<file path="config.mk">
export PLATFORM = sky130hd
export DESIGN_NAME = krn_sop_pos
export DESIGN_NICKNAME = d
export VERILOG_FILES = /design/src/rtl/krn_sop_pos_pkg.sv /design/src/rtl/krn_sop_pos_eval.sv /design/src/rtl/krn_sop_pos.sv
export SDC_FILE = /design/constraint.sdc
export NUM_CORES = 1
export LEC_CHECK = 0
export CAP_MARGIN = 5
export CORE_MARGIN = 2
export CORE_UTILIZATION = 44
export CTS_CLUSTER_DIAMETER = 80
export DETAILED_ROUTE_END_ITERATION = 8
export GPL_TIMING_DRIVEN = 0
export MAX_ROUTING_LAYER = met4
export PLACE_DENSITY = 0.76
export SLEW_MARGIN = 20
export SYNTH_ARGS = -nofsm -noshare
export SYNTH_HDL_FRONTEND = slang
export SYNTH_HIERARCHICAL = 1
export SYNTH_SLANG_ARGS = --single-unit
</file>
<file path="constraint.sdc">
create_clock -name clk -period 2 [get_ports clk]
set_input_delay 0.2 -clock clk [delete_from_list [all_inputs] [get_ports clk]]
set_output_delay 0.2 -clock clk [all_outputs]
set_load 0.02 [all_outputs]
</file>
<file path="src/rtl/krn_sop_pos_pkg.sv">
// krn_sop_pos_pkg: truth-table constant, term counts and index helper for F = Sm(0,1,2,5,8,9,10)
package krn_sop_pos_pkg;
  localparam logic [15:0] F_TRUTH = 16'h0727;
  localparam int MINTERMS = 7;
  localparam int MAXTERMS = 9;
  function automatic logic [3:0] idx4(input logic a, input logic b, input logic c, input logic d);
    return {a, b, c, d};
  endfunction
endpackage

</file>
<file path="src/rtl/krn_sop_pos_eval.sv">
// krn_sop_pos_eval: independent minimal/SOP/POS evaluations of F, plus table lookup under KSP_ORACLE_CHECK_EN
module krn_sop_pos_eval
  import krn_sop_pos_pkg::*;
(
  input  logic a,
  input  logic b,
  input  logic c,
  input  logic d,
`ifdef KSP_ORACLE_CHECK_EN
  output logic f_tab_c,
`endif
  output logic f_krn_c,
  output logic f_sop_c,
  output logic f_pos_c
);
  assign f_krn_c = (~b & ~c) | (~b & ~d) | (~a & ~c & d);
  assign f_sop_c = (~a & ~b & ~c & ~d) | (~a & ~b & ~c & d) | (~a & ~b & c & ~d) |
                   (~a & b & ~c & d) | (a & ~b & ~c & ~d) | (a & ~b & ~c & d) |
                   (a & ~b & c & ~d);
  assign f_pos_c = (a | b | ~c | ~d) & (a | ~b | c | d) & (a | ~b | ~c | d) &
                   (a | ~b | ~c | ~d) & (~a | b | ~c | ~d) & (~a | ~b | c | d) &
                   (~a | ~b | c | ~d) & (~a | ~b | ~c | d) & (~a | ~b | ~c | ~d);
`ifdef KSP_ORACLE_CHECK_EN
  assign f_tab_c = F_TRUTH[idx4(a, b, c, d)];
`endif
endmodule

</file>
<file path="src/rtl/krn_sop_pos.sv">
// krn_sop_pos: registered three-way evaluator of F with mismatch flag and saturating error count; KSP_ORACLE_CHECK_EN adds a table oracle
module krn_sop_pos
  import krn_sop_pos_pkg::*;
#(
  parameter int CNT_W = 8
) (
  input  logic             clk,
  input  logic             rst,
  input  logic             in_valid,
  input  logic             a,
  input  logic             b,
  input  logic             c,
  input  logic             d,
  output logic             out_valid,
  output logic             f_krn,
  output logic             f_sop,
  output logic             f_pos,
  output logic             mismatch,
  output logic [CNT_W-1:0] err_cnt
);
  logic f_krn_c, f_sop_c, f_pos_c, mm_c;
  logic out_valid_d, f_krn_d, f_sop_d, f_pos_d, mismatch_d;
  logic out_valid_q, f_krn_q, f_sop_q, f_pos_q, mismatch_q;
  logic [CNT_W-1:0] err_cnt_d, err_cnt_q;
`ifdef KSP_ORACLE_CHECK_EN
  logic f_tab_c;
`endif
  krn_sop_pos_eval u_eval (
    .a(a),
    .b(b),
    .c(c),
    .d(d),
`ifdef KSP_ORACLE_CHECK_EN
    .f_tab_c(f_tab_c),
`endif
    .f_krn_c(f_krn_c),
    .f_sop_c(f_sop_c),
    .f_pos_c(f_pos_c)
  );
`ifdef KSP_ORACLE_CHECK_EN
  assign mm_c = !((f_krn_c == f_sop_c) && (f_sop_c == f_pos_c) && (f_pos_c == f_tab_c));
`else
  assign mm_c = !((f_krn_c == f_sop_c) && (f_sop_c == f_pos_c));
`endif
  always_comb begin
    out_valid_d = in_valid;
    f_krn_d = in_valid ? f_krn_c : f_krn_q;
    f_sop_d = in_valid ? f_sop_c : f_sop_q;
    f_pos_d = in_valid ? f_pos_c : f_pos_q;
    mismatch_d = in_valid & mm_c;
    err_cnt_d = (mismatch_d && err_cnt_q != '1) ? err_cnt_q + CNT_W'(1) : err_cnt_q;
  end
  always_ff @(posedge clk) begin
    if (rst) begin
      out_valid_q <= 1'b0;
      f_krn_q <= 1'b0;
      f_sop_q <= 1'b0;
      f_pos_q <= 1'b0;
      mismatch_q <= 1'b0;
      err_cnt_q <= '0;
    end else begin
      out_valid_q <= out_valid_d;
      f_krn_q <= f_krn_d;
      f_sop_q <= f_sop_d;
      f_pos_q <= f_pos_d;
      mismatch_q <= mismatch_d;
      err_cnt_q <= err_cnt_d;
    end
  end
  assign out_valid = out_valid_q;
  assign f_krn = f_krn_q;
  assign f_sop = f_sop_q;
  assign f_pos = f_pos_q;
  assign mismatch = mismatch_q;
  assign err_cnt = err_cnt_q;
endmodule

</file>
# Yosys cells after proc, flatten, opt, wreduce, memory -nomap -nowiden
# Index checks and enable logic that the tools add are counted.
dict set report totals {
  inputBits 7
  regBits 13
}
dict set report classes {
  n_bitwise 59
  add_sub_neg 1
  n_reduce_logical 3
  n_eq_ne 3
}
# operator n
set ops {}
lappend ops {{AND 1 bit} 28}
lappend ops {{OR 1 bit} 27}
lappend ops {{adder 8 x 1 -> 8 bit (second input constant)} 1}
lappend ops {{!= test 8 bit (second input constant)} 1}
lappend ops {{NOT 1 bit} 4}
lappend ops {{== test 1 bit} 2}
lappend ops {{logical AND 1 bit} 2}
lappend ops {{zero test 1 bit} 1}

# Depth between registers and ports, before layout
dict set report logic_depth {
  word_depth 17
  mapped_depth 6
  ltp_nobuf 6
}

# Hierarchy
# The synthesis kept the hierarchy.
# module cells_per_inst instances area_per_inst_um2
set modules_own_cells {}
lappend modules_own_cells {krn_sop_pos 66 1 608.1}
lappend modules_own_cells {krn_sop_pos_eval 4 1 31.3}

# Worst setup path after synthesis
# No wires, ideal clock.
dict set report synth_path {
  path_type {input-to-reg}
  startpoint {input a}
  endpoint {register err_cnt_q[5], in the netlist err_cnt[5]}
  t_required_ns 1.879
  setup_ns 0.121
  n_path_buf 0
  cell_stages 6
  arrival_ns 1.482
  path_slack_ns 0.397
  path_cell_list {nand2b_2 > a22oi_1 > or3_4 > nand3_4 > nor4_1 > mux2_2}
}
# element line_no
set synth_rtl {}
lappend synth_rtl {{from (decl)} krn_sop_pos.sv:10} ;# input logic a,
lappend synth_rtl {{NOT 1 bit} {krn_sop_pos_eval.sv:17, krn_sop_pos_eval.sv:18}}
lappend synth_rtl {{AND 1 bit (3 in series)} krn_sop_pos_eval.sv:17} ;# assign f_sop_c = (~a & ~b & ~c & ~d) | (~a & ~b & ~c & d) | (~a & ~b & c & ~d) |
lappend synth_rtl {{OR 1 bit (3 in series)} krn_sop_pos_eval.sv:17}
lappend synth_rtl {{OR 1 bit (2 in series)} krn_sop_pos_eval.sv:18} ;# (~a & b & ~c & d) | (a & ~b & ~c & ~d) | (a & ~b & ~c & d) |
lappend synth_rtl {{OR 1 bit (*)} krn_sop_pos_eval.sv:18}
lappend synth_rtl {{via f_sop_c} krn_sop_pos.sv:21} ;# logic f_krn_c, f_sop_c, f_pos_c, mm_c;
lappend synth_rtl {{== test 1 bit} krn_sop_pos.sv:43} ;# assign mm_c = !((f_krn_c == f_sop_c) && (f_sop_c == f_pos_c));
lappend synth_rtl {{logical AND 1 bit (*)} krn_sop_pos.sv:43}
lappend synth_rtl {{zero test 1 bit (*)} krn_sop_pos.sv:43}
lappend synth_rtl {{AND 1 bit (*)} krn_sop_pos.sv:50} ;# mismatch_d = in_valid & mm_c;
lappend synth_rtl {{logical AND 1 bit (*)} krn_sop_pos.sv:51} ;# err_cnt_d = (mismatch_d && err_cnt_q != '1) ? err_cnt_q + CNT_W'(1) : err_cnt_q;
lappend synth_rtl {{to (signal assigned)} krn_sop_pos.sv:67} ;# err_cnt_q <= err_cnt_d;
lappend synth_rtl {{to (decl)} krn_sop_pos.sv:24} ;# logic [CNT_W-1:0] err_cnt_d, err_cnt_q;
# Mark *: on every way through the listed nets, which the timed path passes. The rest lies on a longest branch.
# A chain may end at the register's enable or synchronous reset.

# Worst setup path after layout
dict set report layout_path {
  startpoint {input d}
  endpoint {register err_cnt_q[5], in the netlist err_cnt[5]}
}
dict set report layout_via {
  elab_chain_cells 15
}
# element line_no
set layout_rtl {}
lappend layout_rtl {{from (decl)} krn_sop_pos.sv:13} ;# input logic d,
lappend layout_rtl {{NOT 1 bit} {krn_sop_pos_eval.sv:20, krn_sop_pos_eval.sv:21, krn_sop_pos_eval.sv:22}}
lappend layout_rtl {{OR 1 bit} krn_sop_pos_eval.sv:20} ;# assign f_pos_c = (a | b | ~c | ~d) & (a | ~b | c | d) & (a | ~b | ~c | d) &
lappend layout_rtl {{AND 1 bit (3 in series)} krn_sop_pos_eval.sv:20}
lappend layout_rtl {{AND 1 bit (3 in series)} krn_sop_pos_eval.sv:21} ;# (a | ~b | ~c | ~d) & (~a | b | ~c | ~d) & (~a | ~b | c | d) &
lappend layout_rtl {{AND 1 bit} krn_sop_pos_eval.sv:22} ;# (~a | ~b | c | ~d) & (~a | ~b | ~c | d) & (~a | ~b | ~c | ~d);
lappend layout_rtl {{AND 1 bit (*)} krn_sop_pos_eval.sv:22}
lappend layout_rtl {{via f_pos_c} krn_sop_pos.sv:21}
lappend layout_rtl {{== test 1 bit (*)} krn_sop_pos.sv:43}
lappend layout_rtl {{logical AND 1 bit (*)} krn_sop_pos.sv:43}
lappend layout_rtl {{zero test 1 bit (*)} krn_sop_pos.sv:43}
lappend layout_rtl {{AND 1 bit (*)} krn_sop_pos.sv:50}
lappend layout_rtl {{logical AND 1 bit (*)} krn_sop_pos.sv:51}
# Marks and branches as above.

==> impl_metrics.tcl <==
set metrics [dict create \
    fin_nets 101 \
    yosysTopAreaCellShare 0.4070 \
    cts_tree "done" \
    max_slew_margin 0.7377 \
    powerDensity_mw_per_mm2 601.9 \
    yosys_warnings 6 \
    cp-end-kind "flop" \
    worstSetupPathType "input port to flop" \
    place_area_um2 838.3 \
    fin_util 0.6529 \
    via_per_inst 5.430 \
    clk_pin_slew_ns 0.07 \
    core_mm2 0.001334 \
    die_area_mm2 0.001774 \
    core.rowCount 13 \
    min_period_ns 1.902 \
    worstPathMaxFanout 7 \
    synth_flop_cell "dfxtp_1" \
    gr-total-overflow 0 \
    critPathBufInv 1 \
    crit_path_cell_trace "clkdlybuf4s50_1, nand2b_2, a22oi_1, or3_4, nand3_4, nor4_2, mux2_2" \
    antenna_found_initial 0 \
    syn_to_final_growth_pct 36.20 \
    crit_path_top_delay_cell "clkdlybuf4s50_1" \
    grt_max_degree 11 \
    power_w 0.0005242 \
    die_h_um 42.12 \
    antenna_cells 0 \
    fillers 119 \
    synthesis.area_um2 639.4 \
    synth_edf_count 0 \
    reg2reg_slack_ns 0.46 \
    grt_util_all_layers 0.1832 \
    wirelength_mm 1.417 \
    fp.dieW_um 42.12 \
    htree_levels 1 \
    synthTopCellsByArea "dfxtp_1, mux2i_1, nor2_1, nand4_1, a22oi_1" \
    cpLargestDelayFamily "simple AND/OR/NAND/NOR gates" \
    avgSynthCellArea_um2 9.134 \
    ys_seq_elements 13 \
    skew_ns 0.003466 \
    multiInputGateArea_um2 361.6 \
    synth.largest_area_cell "dfxtp_1" \
    port_buffers 18 \
    clockBufferDepth 2 \
    hold_violations 0 \
    firstDrtPassIters 3 \
    ant_nets 0 \
    regArea_um2 260.3 \
    dpl.hpwl_mm 1.073 \
    fin_cells 107 \
    globalplace.congestion 0.7127 \
    ys_types 30 \
    yosysMostFrequentCell "dfxtp_1" \
    synthArstFlopShare 0 \
    drv_cap 0 \
    synth_fp_nets 78 \
    yosysSeqAreaShare 0.4070 \
    cts_buffers 3 \
    insertion_delay_ns 0.27 \
    tightest_slew_ns 0.3920 \
    leakage_nw 0.3081 \
    cts-root-buf "clkbuf_4" \
    rsz0062_at_grt "no" \
    dp.cells 103 \
    grt_pass1_vias 561 \
    postLayoutCellArea_um2 870.8 \
    cts_sinks 13 \
    slew_violations 0 \
    initial_utilization 0.4794 \
    finalSetupViolCount 0 \
    status "complete, no violations" \
    drive_above_1_share 0.1304 \
    max_freq_ghz 0.5257 \
    drcViolationCount 0 \
    vias 581 \
    synthTopCellsByCount "dfxtp_1, nor2_1" \
    vdd_ir_drop_max_v 0.0004121 \
    critical_path.max_stage_delay_ns 0.54 \
    worstPathRequired_ns 2.16 \
    min_path_type "input port to flop" \
    cts.hold.buffers_added 0 \
    drt_iter0_drc 13 \
    syn_inst 70 \
    grt_first_pass_wirelength_mm 2.408 \
    avgRoutedWirePerCell_um 13.24 \
    start_kind "input port" \
    io_pins 20 \
    crit_arrival_ns 2.07 \
    fin_crit_sh 0.9511 \
]
[area by class of cell]
type                       count  area share
multi-input combinational     53      0.4152
sequential                    13      0.2989
clock buffer                   4     0.03017
inverter                       2    0.008621
buffer                         2     0.01868
tap                           15     0.02155
timing repair buffer          18      0.2069
[path summary, 6_finish.rpt]
check                                 from          to  cells past startpoint
worst max-delay path                     d  err_cnt[5]                      7
worst min-delay path              in_valid   out_valid                      2
worst max register to register  err_cnt[0]  err_cnt[5]                      5
worst min register to register       f_sop       f_sop                      2
[flip-flops by register name (all words and copies together) (netlist names)]
| register | count |
|---|---|
| err_cnt | 8 |
| f_krn | 1 |
| f_pos | 1 |
| f_sop | 1 |
| mismatch | 1 |
| out_valid | 1 |
[cells by family (layout without fill, tap and decap cells)]
logic type,count (synthesis),in the layout,share of synthesized area
mux,5,5,0.08024
flops,13,13,0.4070
compound gates,13,13,0.1272
fa+ha+maj,1,1,0.01957
buf+inv,4,26,0.03718
simple gates,34,34,0.3288
[report_power, final]
part	total [W]	switching, W	internal (W)	leakage (nW)
Sequential	0.000276	0.00000717	0.000269	0.106
Clock	0.000154	0.0000767	0.0000772	0.0150
Combinational	0.0000944	0.0000472	0.0000472	0.187
Total	0.000524	0.000131	0.000393	0.308
[placed cells by master, fill, tap and decap left out, drive strengths merged, types with 2 or more instances in the layout]
cell,count
clkdlybuf4s50,18
dfxtp,13
nor2,10
nand3,5
nand4,4
a21oi,4
mux2i,4
clkbuf,4
o21ai,3
a22oi,3
nor3,2
nor2b,2
inv,2
buf,2
or3,2
and3,2
[routing by layer]
layer / vias up / routed length, um / global-route usage
li1: 303 / - / -
met1: 265 / 676 / 0.2053
met2: 11 / 691 / 0.3063
met3: 2 / 43 / 0.07759
met4: 0 / 6 / 0.03750
met5: - / 0 / -
[stage by stage]
stage | hold slack [ns] | worst slack (ns) | TNS [ns]
floorplan | 0.2716 | 0.3970 | 0
global placement | 0.4739 | -0.2117 | -0.3433
detailed placement | 0.4790 | -0.2573 | -0.4879
CTS | 0.1880 | 0.01862 | 0
global route | 0.2048 | 0.01784 | 0
finish | 0.2004 | 0.09780 | 0
[what timing repair did]
item | 4_1_cts | 5_1_grt
endpoints found under the setup margin | 0 | 1
gates resized for setup | 0 | 1
buffers inserted | 0 | 0
Note: power is estimated with default switching activity, not from simulation.
